--- config.mk ---
export PLATFORM = sky130hd
export DESIGN_NAME = sdram_pattern_gen
export DESIGN_NICKNAME = d
export VERILOG_FILES = /design/src/rtl/sdram_tb_pkg.sv /design/src/rtl/sdram_pattern_gen.sv
export SDC_FILE = /design/constraint.sdc
export NUM_CORES = 1
export LEC_CHECK = 0
export ABC_AREA = 1
export CAP_MARGIN = 15
export CORE_MARGIN = 5
export CORE_UTILIZATION = 33
export DETAILED_ROUTE_END_ITERATION = 12
export PLACE_DENSITY_LB_ADDON = 0.2
export SETUP_SLACK_MARGIN = 0.02
export SYNTH_ARGS = -nofsm -noshare
export SYNTH_HDL_FRONTEND = slang
export SYNTH_SLANG_ARGS = --single-unit
--- constraint.sdc ---
create_clock -name vclk -period 1.35
set_input_delay 0.27 -clock vclk [all_inputs]
set_output_delay 0.27 -clock vclk [all_outputs]
set_load 0.02 [all_outputs]
--- src/rtl/sdram_tb_pkg.sv ---
// Shared definitions for the SDRAM traffic checker.
//   state_t        : run-sequencing states of the checker
//   PAT_*          : PATTERN_MODE encodings understood by sdram_pattern_gen
//   IDX_WIDTH      : word index width, wide enough to hold NUM_WORDS up to 2^16
//   ERR_CNT_WIDTH  : width of the saturating mismatch counter
//   cnt_width()    : width of a counter that must reach a given terminal value
package sdram_tb_pkg;

  typedef enum logic [2:0] {
    ST_INIT_WAIT = 3'd0,
    ST_IDLE      = 3'd1,
    ST_WR_REQ    = 3'd2,
    ST_WR_WAIT   = 3'd3,
    ST_RD_REQ    = 3'd4,
    ST_RD_WAIT   = 3'd5,
    ST_DONE      = 3'd6
  } state_t;

  localparam int PAT_FIXED = 0;
  localparam int PAT_INCR  = 1;
  localparam int PAT_WALK  = 2;

  localparam int IDX_WIDTH     = 17;
  localparam int ERR_CNT_WIDTH = 16;
  localparam logic [ERR_CNT_WIDTH-1:0] ERR_CNT_MAX = 16'hFFFF;

  // The +2 keeps the width non-zero when max_val is 0 and leaves headroom
  // for the value itself.
  function automatic int cnt_width(input int max_val);
    return $clog2(max_val + 2);
  endfunction

endpackage

--- src/rtl/sdram_pattern_gen.sv ---
// Combinational test-pattern source.
//   index   in  IDX_WIDTH   word index i within the run
//   pattern out DATA_WIDTH  data word for index i
// PATTERN_MODE 0 returns SEED, 1 returns SEED+i, 2 returns a walking one
// at bit (i mod DATA_WIDTH). SEED is truncated or zero-extended to
// DATA_WIDTH.
module sdram_pattern_gen
  import sdram_tb_pkg::*;
#(
  parameter int          DATA_WIDTH   = 32,
  parameter int          PATTERN_MODE = PAT_INCR,
  parameter logic [31:0] SEED         = 32'hCCF0F0F1
) (
  input  logic [IDX_WIDTH-1:0]  index,
  output logic [DATA_WIDTH-1:0] pattern
);

  // Concatenating zeros above SEED lets one slice handle both truncation
  // and zero-extension regardless of DATA_WIDTH.
  localparam logic [DATA_WIDTH+31:0] SEED_WIDE = {{DATA_WIDTH{1'b0}}, SEED};
  localparam logic [DATA_WIDTH-1:0]  SEED_W    = SEED_WIDE[DATA_WIDTH-1:0];
  localparam logic [IDX_WIDTH-1:0]   DW_IDX    = IDX_WIDTH'(DATA_WIDTH);
  localparam logic [DATA_WIDTH-1:0]  ONE_W     = {{(DATA_WIDTH-1){1'b0}}, 1'b1};

  logic [DATA_WIDTH-1:0] incr_pat;
  logic [DATA_WIDTH-1:0] walk_pat;
  logic [IDX_WIDTH-1:0]  walk_pos;

  // All three candidates are always computed so the index is used in
  // every mode; the constant mode select reduces to a single path.
  always_comb begin
    walk_pos = index % DW_IDX;
    incr_pat = SEED_W + DATA_WIDTH'(index);
    walk_pat = ONE_W << walk_pos;
    case (PATTERN_MODE)
      PAT_FIXED: pattern = SEED_W;
      PAT_WALK:  pattern = walk_pat;
      default:   pattern = incr_pat;
    endcase
  end

endmodule

==> results of run 1 <==
logic make-up after synthesis:
| kind of cell | Yosys count | share of synthesized area |
|---|---|---|
| AO/OA/AOI/OAI | 1 | 0.0115 |
| XOR/XNOR | 6 | 0.0963 |
| adder cells (fa/ha/maj) | 1 | 0.0229 |
| buffers and inverters | 28 | 0.289 |
| other | 2 | 0.0138 |
| AND/OR/NAND/NOR | 57 | 0.567 |
cells in the final DEF (no fill, tap or decap):
master / n
buf_6: 12
nand4_1: 2
inv_2: 2
nand3b_1: 1
nand2_4: 7
clkbuf_2: 1
o22ai_2: 1
nand3_1: 10
inv_4: 6
nand2_1: 20
buf_8: 7
nor2_8: 1
nand3_4: 1
nor2_4: 1
nor2_2: 3
dlygate4sd2_1: 3
nand2_2: 5
ha_4: 1
buf_2: 6
nor2_1: 2
inv_1: 6
conb_1: 14
nor3_4: 2
xor2_1: 6
nand3_2: 2
buf_4: 26
per-layer routing:
layer | track usage | up-vias | routed length [um]
met5 | 0 | - | 0
met4 | 0 | 0 | 0
met3 | 0.0148 | 0 | 149
met2 | 0.306 | 31 | 1140
met1 | 0.158 | 332 | 673
li1 | - | 373 | -
timing repair:
item / in CTS / in global routing
buffers inserted: 4 / 1
resized for setup: 176 / 28
pin swaps: 19 / 16
endpoints found under the setup margin: 18 / 13
critical path, stage by stage:
cell,delay (ns)
buf_8,0.08
buf_6,0.10
nand4_1,0.14
nand2_4,0.15
nand2_2,0.06
nand2_1,0.06
nand2_1,0.05
nand2_1,0.07
buf_6,0.11
cell type report:
| cell class | count | area, um^2 | area share |
|---|---|---|---|
| multi-input combinational | 79 | 526 | 0.474 |
| tap | 16 | 20.0 | 0.0180 |
| timing repair buffer | 55 | 497 | 0.448 |
| inverter | 14 | 67.6 | 0.0609 |
worst paths after layout:
check	startpoint	end	slack, ns	cells after the start
max	index[0]	pattern[15]	-0.03	9
min	index[5]	pattern[5]	0.82	3
cells in the mapped netlist, drive strengths merged:
master	count	area [um^2]
nand4	2	12.5
o22ai	1	6.26
nor2	7	42.5
buf	14	105
nand3b	1	7.51
nor3	2	26.3
conb	2	7.51
nand3	13	70.1
ha	1	12.5
nand2	32	150
xor2	6	52.6
inv	14	52.6
power breakdown:
| group | switching [W] | internal, W | total [W] |
|---|---|---|---|
| logic | 0.000228 | 0.000188 | 0.000417 |
| registers | 0 | 0 | 0 |
| clock network | 0 | 0 | 0 |
| total | 0.000228 | 0.000188 | 0.000417 |
stage by stage:
stage,std cells,util,hold slack (ns)
2_1_floorplan,107,-,0.617
3_3_place_gp,160,0.633,1.59
3_5_place_dp,160,0.633,1.60
4_1_cts,164,0.678,0.815
5_1_grt,164,0.720,0.833
6_report,164,0.720,0.817
==> results.ini, run 1 <==
[grt]
overflow = 0
grt_max_degree = 8
antenna_found_initial = 0
grt_pass1_wl_mm = 3.06
grt_util_all_layers = 0.145
grt_pass1_vias = 691

[placed_design]
place_ws_ns = -0.980
place_area_um2 = 976
gp_congestion = 0.777
dp_hpwl_mm = 1.42
port_buffers = 35

[timing]
finalSetupViolCount = 2
finalHoldViolations = 0
timing.final.ws_setup_ns = -0.0265
timing.final.crit_share = 1.02
fmax_mhz = 726
rsz0062_at_grt = true
min_period_ns = 1.38
tns_ns = -0.0460
slew_violations = 0

[drt]
viasPerCell = 4.49
drt_first_pass_iters = 4
drcViolationCount = 0
routed_wl_mm = 1.97
antenna_left = 0
vias = 736
wl_per_cell_um = 12.0
drtIter0Drc = 14

[floorplan]
start_util = 0.354
die_area_um2 = 2570
core_area_um2 = 1540
row_count = 14
io_pins = 49
chipHeight_um = 50.7
die_x_um = 50.7

[synth]
synth_cell_types = 18
ys.warnings.count = 0
syn_inst = 95
synth_area_um2 = 546
syn_area_per_cell_um2 = 5.74
yosysSeqAreaShare = 0

[cells_and_area]
antennaDiodeCount = 0
final_nets = 168
synthToLayoutAreaGrowth_pct = 103
final-seq-area_um2 = 0
clkbuf_count = 0
final_area_um2 = 1110
num-fill-cells = 127
drive_above_1_share = 0.568
seq_cell_count = 0

[run_status]
status = finished, violations left
violations = negative setup slack

[setup_path]
worst_setup_path_end_kind = primary output
cp_max_fo = 7
worstPathArrival_ns = 1.11
setup.worst_path.class = input pin to primary output
required_ns = 1.08
crit_path_start_kind = input pin

[power_and_ir_drop]
peakVddDrop_uv = 260
powerDensity_nw_per_um2 = 375
totalPowerFinal_w = 0.000417
p_leak_nw = 0.614

[min_path]
min_path_type = input pin to primary output

[clock_tree]
hold_buffers = 0

[flow_run]
drv_cap = 0

Note: power is estimated with default switching activity, not from simulation.
==> inputs of run 2 (changes only) <==
--- a/config.mk
+++ b/config.mk
@@ -6,7 +6,7 @@
 export NUM_CORES = 1
 export LEC_CHECK = 0
 export ABC_AREA = 1
-export CAP_MARGIN = 15
+export CAP_MARGIN = 10
 export CORE_MARGIN = 5
 export CORE_UTILIZATION = 33
 export DETAILED_ROUTE_END_ITERATION = 12
==> constraint.sdc (replaced) <==
create_clock -name vclk -period 1.3
set_input_delay 0.26 -clock vclk [all_inputs]
set_output_delay 0.26 -clock vclk [all_outputs]
set_load 0.02 [all_outputs]
==> run 2 against run 1 <==
  * The run still ends with negative setup slack left
  * Sequential share of layout area is the same
  * Final cell count rose by 3.0%
  * First-iteration DRC count shrank 43%
  * Design area grew 11%
  * Non-clock buffer count rose by 5
  * Worst setup slack worse by 0.046 ns
  * Flip-flop and latch count unchanged
  * Core utilization up 8.0 points
  * Total power up 15%
  * Die area unchanged
==> results.ini, run 2 (synthesized netlist as in run 1, its figures left out) <==
[setup_path]
cp_max_fo = 5  ; -2
cp_slowest_cell = nor2_8
path_cells = buf_8 -> inv_6 -> nand2_4 -> nor2_8 -> nand2_4 -> nand2_4 -> nand2_2 -> nand2_1 -> nand2_1 -> buf_6
worstPathArrival_ns = 1.11  ; about the same
setup.worst_path.class = input pin to primary output
max_stage_delay_ns = 0.14  ; about the same
required_ns = 1.04  ; -0.04 ns
cp_common_cell = nand2_4
crit_path_start_kind = input pin
worst_setup_path_end_kind = primary output

[grt]
grt_pass1_vias = 696  ; +0.72%
grt_max_degree = 8  ; unchanged
grt_util_all_layers = 0.148  ; +0.00324
grt_pass1_wl_mm = 3.13  ; +2.3%
overflow = 0  ; unchanged
antenna_found_initial = 0  ; unchanged

[cells_and_area]
num-fill-cells = 105  ; -17%
seq_cell_count = 0  ; unchanged
clkbuf_count = 0  ; unchanged
final-seq-area_um2 = 0  ; unchanged
final_cell_mix = 25 x buf_4, 23 x buf_6, 18 x nand2_1, 14 x conb_1, 9 x nand3_1
antennaDiodeCount = 0  ; unchanged
drive_above_1_share = 0.614  ; +0.0468
synthToLayoutAreaGrowth_pct = 126
final_common_cell = buf_4
final_nets = 173  ; +3.0%
final_area_um2 = 1230  ; +11%

[min_path]
min_from = index[7]
worstHoldEndpoint = pattern[7]
hold_path_depth = 4  ; +1
min_path_type = input pin to primary output

[drt]
viasPerCell = 4.50  ; +0.34%
drtIter0Drc = 8  ; -6
wl_per_cell_um = 13.0  ; +8.2%
routed_wl_mm = 2.19  ; +11%
drt_first_pass_iters = 4  ; unchanged
antenna_left = 0  ; unchanged
vias = 761  ; +3.4%
drcViolationCount = 0  ; unchanged

[floorplan]
core_area_um2 = 1540  ; unchanged
row_count = 14  ; unchanged
io_pins = 49  ; unchanged
die_x_um = 50.7  ; unchanged
chipHeight_um = 50.7  ; unchanged
die_area_um2 = 2570  ; unchanged
start_util = 0.354  ; unchanged

[flow_run]
drv_cap = 0  ; unchanged

[placed_design]
gp_congestion = 0.769  ; -0.98%
place_area_um2 = 991  ; +1.5%
port_buffers = 35  ; unchanged
place_ws_ns = -1.03  ; -0.0510 ns
dp_hpwl_mm = 1.43  ; +0.90%

[power_and_ir_drop]
powerDensity_nw_per_um2 = 389  ; +3.5%
p_leak_nw = 0.657  ; +7.0%
peakVddDrop_uv = 213  ; -18%
totalPowerFinal_w = 0.000479  ; +15%

[timing]
timing.final.ws_setup_ns = -0.0720  ; -0.0455 ns
tns_ns = -0.326  ; -0.280 ns
rsz0062_at_grt = true
hold-worst-slack_ns = 0.821  ; +0.00304 ns
timing.final.crit_share = 1.06
min_period_ns = 1.37
finalSetupViolCount = 9  ; +7
finalHoldViolations = 0  ; unchanged
slew_violations = 0  ; unchanged
fmax_mhz = 729

[run_status]
status = finished, violations left
violations = negative setup slack

[clock_tree]
hold_buffers = 0  ; unchanged

-- run 2: changes by cell type in the layout (fill, tap and decap cells not counted), sizes merged --
cell,change
dlygate4sd2,-1
clkdlybuf4s15,+1
buf,+5
-- run 2: where the power goes --
group	internal [W]	switching, W
Clock	0	0
Sequential	0	0
Combinational	0.000224	0.000255
Total	0.000224	0.000255
-- run 2: layer usage --
layer  vias up  track usage  routed length (um)
li1        384            -                   -
met3         0       0.0178                 139
met2        33        0.281                1220
met4         0            0                   0
met1       344        0.187                 832
met5         -            0                   0
-- run 2: area by class of cell --
type                       instances  area [um^2]  share of cell area
inverter                          14         67.6              0.0548
timing repair buffer              60          569               0.462
tap                               16         20.0              0.0162
multi-input combinational         79          576               0.467
-- run 2: metrics by stage --
step	std cells	utilization
2_1_floorplan	107	-
3_3_place_gp	160	0.643
3_5_place_dp	160	0.643
4_1_cts	166	0.717
5_1_grt	169	0.800
6_report	169	0.800
-- run 2: repair_timing --
item	CTS	global route
pin swaps	27	23
setup endpoints to repair	18	15
setup buffers	6	5
gates resized for setup	187	36
endpoints found under the hold margin	0	0
-- run 2: how the worst max path moves through the flow --
stage	from	endpoint	slack, ns	cells after the start
5_1_grt	index[0]	pattern[15]	-0.15	9
2_1_floorplan	index[0]	pattern[16]	0.04	7
4_1_cts	index[0]	pattern[13]	-0.08	9
6_report	index[4]	pattern[14]	-0.07	10
3_5_place_dp	index[0]	pattern[16]	-1.03	9
3_3_place_gp	index[0]	pattern[16]	-0.98	9
-- run 2: critical path: cells and delay by family --
family | cells | cell delay, ns
AND/OR/NAND/NOR | 7 | 0.57
buffers and inverters | 3 | 0.28
==> inputs of run 3 (changes only) <==
--- a/config.mk
+++ b/config.mk
@@ -10,6 +10,7 @@
 export CORE_MARGIN = 5
 export CORE_UTILIZATION = 33
 export DETAILED_ROUTE_END_ITERATION = 12
+export MAX_ROUTING_LAYER = met4
 export PLACE_DENSITY_LB_ADDON = 0.2
 export SETUP_SLACK_MARGIN = 0.02
 export SYNTH_ARGS = -nofsm -noshare
==> run 3 against run 2 <==
  * Global-route usage grew 0.50 points
  * Design area is the same
  * The flow still finishes with violations (negative setup slack)
  * Sequential share of layout area is the same
  * Critical path depth is the same
  * Final cell count is the same
  * Highest routed layer unchanged
  * Die area is the same
  * Flip-flop and latch count is the same
  * Worst hold slack is essentially flat
  * Worst setup slack lost 0.0015 ns
  * Count of clock-buffer cells in the layout is the same
  * Critical path type unchanged
  * Largest power group unchanged
  * Routed wire length shrank 0.14%
  * Fmax shrank 0.11%
==> results.ini, run 3 (synthesized netlist as in run 1, its figures left out) <==
[floorplan]
row_count = 14  ; unchanged
die_area_um2 = 2570  ; unchanged
die_x_um = 50.7  ; unchanged
io_pins = 49  ; unchanged
chipHeight_um = 50.7  ; unchanged
core_area_um2 = 1540  ; unchanged
start_util = 0.354  ; unchanged

[power_and_ir_drop]
powerDensity_nw_per_um2 = 389  ; about the same
peakVddDrop_uv = 213  ; about the same
p_leak_nw = 0.657  ; unchanged

[timing]
timing.final.crit_share = 1.06  ; +0.00119
hold-worst-slack_ns = 0.820  ; -0.000110 ns
min_period_ns = 1.37  ; +0.00155 ns
tns_ns = -0.332  ; -0.00582 ns
rsz0062_at_grt = true
slew_violations = 0  ; unchanged
timing.final.ws_setup_ns = -0.0735  ; -0.00155 ns
fmax_mhz = 728  ; -0.11%
finalSetupViolCount = 9  ; unchanged
finalHoldViolations = 0  ; unchanged

[cells_and_area]
final-seq-area_um2 = 0  ; unchanged
final_common_cell = buf_4
drive_above_1_share = 0.614  ; unchanged
clkbuf_count = 0  ; unchanged
antennaDiodeCount = 0  ; unchanged
utilization = 0.800  ; unchanged
synthToLayoutAreaGrowth_pct = 126  ; unchanged
final_nets = 173  ; unchanged
seq_cell_count = 0  ; unchanged
final_cell_mix = 25 x buf_4, 23 x buf_6, 18 x nand2_1, 14 x conb_1, 9 x nand3_1

[drt]
viasPerCell = 4.53  ; +0.66%
vias = 766  ; +0.66%
antenna_left = 0  ; unchanged
drtIter0Drc = 8  ; unchanged
routed_wl_mm = 2.19  ; -0.14%
drcViolationCount = 0  ; unchanged
wl_per_cell_um = 13.0  ; -0.14%
drt_first_pass_iters = 4  ; unchanged

[run_status]
status = finished, violations left
violations = negative setup slack

[grt]
grt_pass1_vias = 695  ; -0.14%
grt_pass1_wl_mm = 3.14  ; +0.22%
overflow = 0  ; unchanged
grt_util_all_layers = 0.153  ; +0.00499
grt_max_degree = 8  ; unchanged
antenna_found_initial = 0  ; unchanged

[setup_path]
cp_slowest_cell = nor2_8
max_stage_delay_ns = 0.14  ; about the same
crit_start = index[4]
worstPathArrival_ns = 1.11  ; about the same
setup.worst_path.class = input pin to primary output
cp_max_fo = 5  ; unchanged
path_cells = buf_8 -> inv_6 -> nand2_4 -> nor2_8 -> nand2_4 -> nand2_4 -> nand2_2 -> nand2_1 -> nand2_1 -> buf_6
required_ns = 1.04  ; about the same
cp_common_cell = nand2_4
worst_setup_path_end_kind = primary output
crit_path_start_kind = input pin

[min_path]
min_from = index[7]
hold_path_depth = 4  ; unchanged
worstHoldEndpoint = pattern[7]
min_path_type = input pin to primary output

[placed_design]
dp_hpwl_mm = 1.43  ; unchanged
gp_congestion = 0.780  ; +1.3%
port_buffers = 35  ; unchanged

[clock_tree]
hold_buffers = 0  ; unchanged

[flow_run]
drv_cap = 0  ; unchanged

-- run 3: cell counts in the layout (fill, tap and decap cells not counted) --
No cell type changed its count.
-- run 3: power by group --
| part | switching (W) | internal [W] |
|---|---|---|
| logic | 0.000255 | 0.000224 |
| clock network | 0 | 0 |
| registers | 0 | 0 |
| total | 0.000255 | 0.000224 |
-- run 3: worst max-delay path by stage --
| stage | slack, ns | to |
|---|---|---|
| floorplan | 0.04 | pattern[16] |
| global placement | -0.98 | pattern[16] |
| detailed placement | -1.03 | pattern[16] |
| CTS | -0.08 | pattern[13] |
| global route | -0.15 | pattern[15] |
| finish | -0.07 | pattern[14] |
-- run 3: routing by layer --
| layer | up-vias | GRT usage | share of wire |
|---|---|---|---|
| li1 | 384 | - | - |
| met1 | 348 | 0.189 | 0.38 |
| met2 | 34 | 0.281 | 0.56 |
| met3 | 0 | 0.0178 | 0.063 |
| met4 | 0 | 0 | 0 |
| met5 | - | - | 0 |
-- run 3: area by class of cell --
type | instances | area (um^2)
Multi-Input combinational cell | 79 | 576
Timing Repair Buffer | 60 | 569
Fill cell | 105 | 309
Inverter | 14 | 67.6
Tap cell | 16 | 20.0
-- run 3: repair_timing --
action / 4_1_cts / 5_1_grt
pin swaps: 27 / 23
resized for setup: 187 / 36
setup buffers: 6 / 5
endpoints found under the setup margin: 18 / 15
-- run 3: worst max-delay path: cells and delay by family --
kind,cells,cell delay (ns)
buffers and inverters,3,0.28
AND/OR/NAND/NOR,7,0.57
-- run 3: through the flow --
step / power [W] / area [um^2] / setup WS, ns / instances
floorplan: 0.000222 / 606 / 0.0432 / 107
global placement: 0.000391 / 991 / -0.979 / 160
detailed placement: 0.000394 / 991 / -1.03 / 160
CTS: 0.000422 / 1100 / -0.0777 / 166
global route: 0.000512 / 1230 / -0.150 / 169
finish: 0.000479 / 1230 / -0.0735 / 169
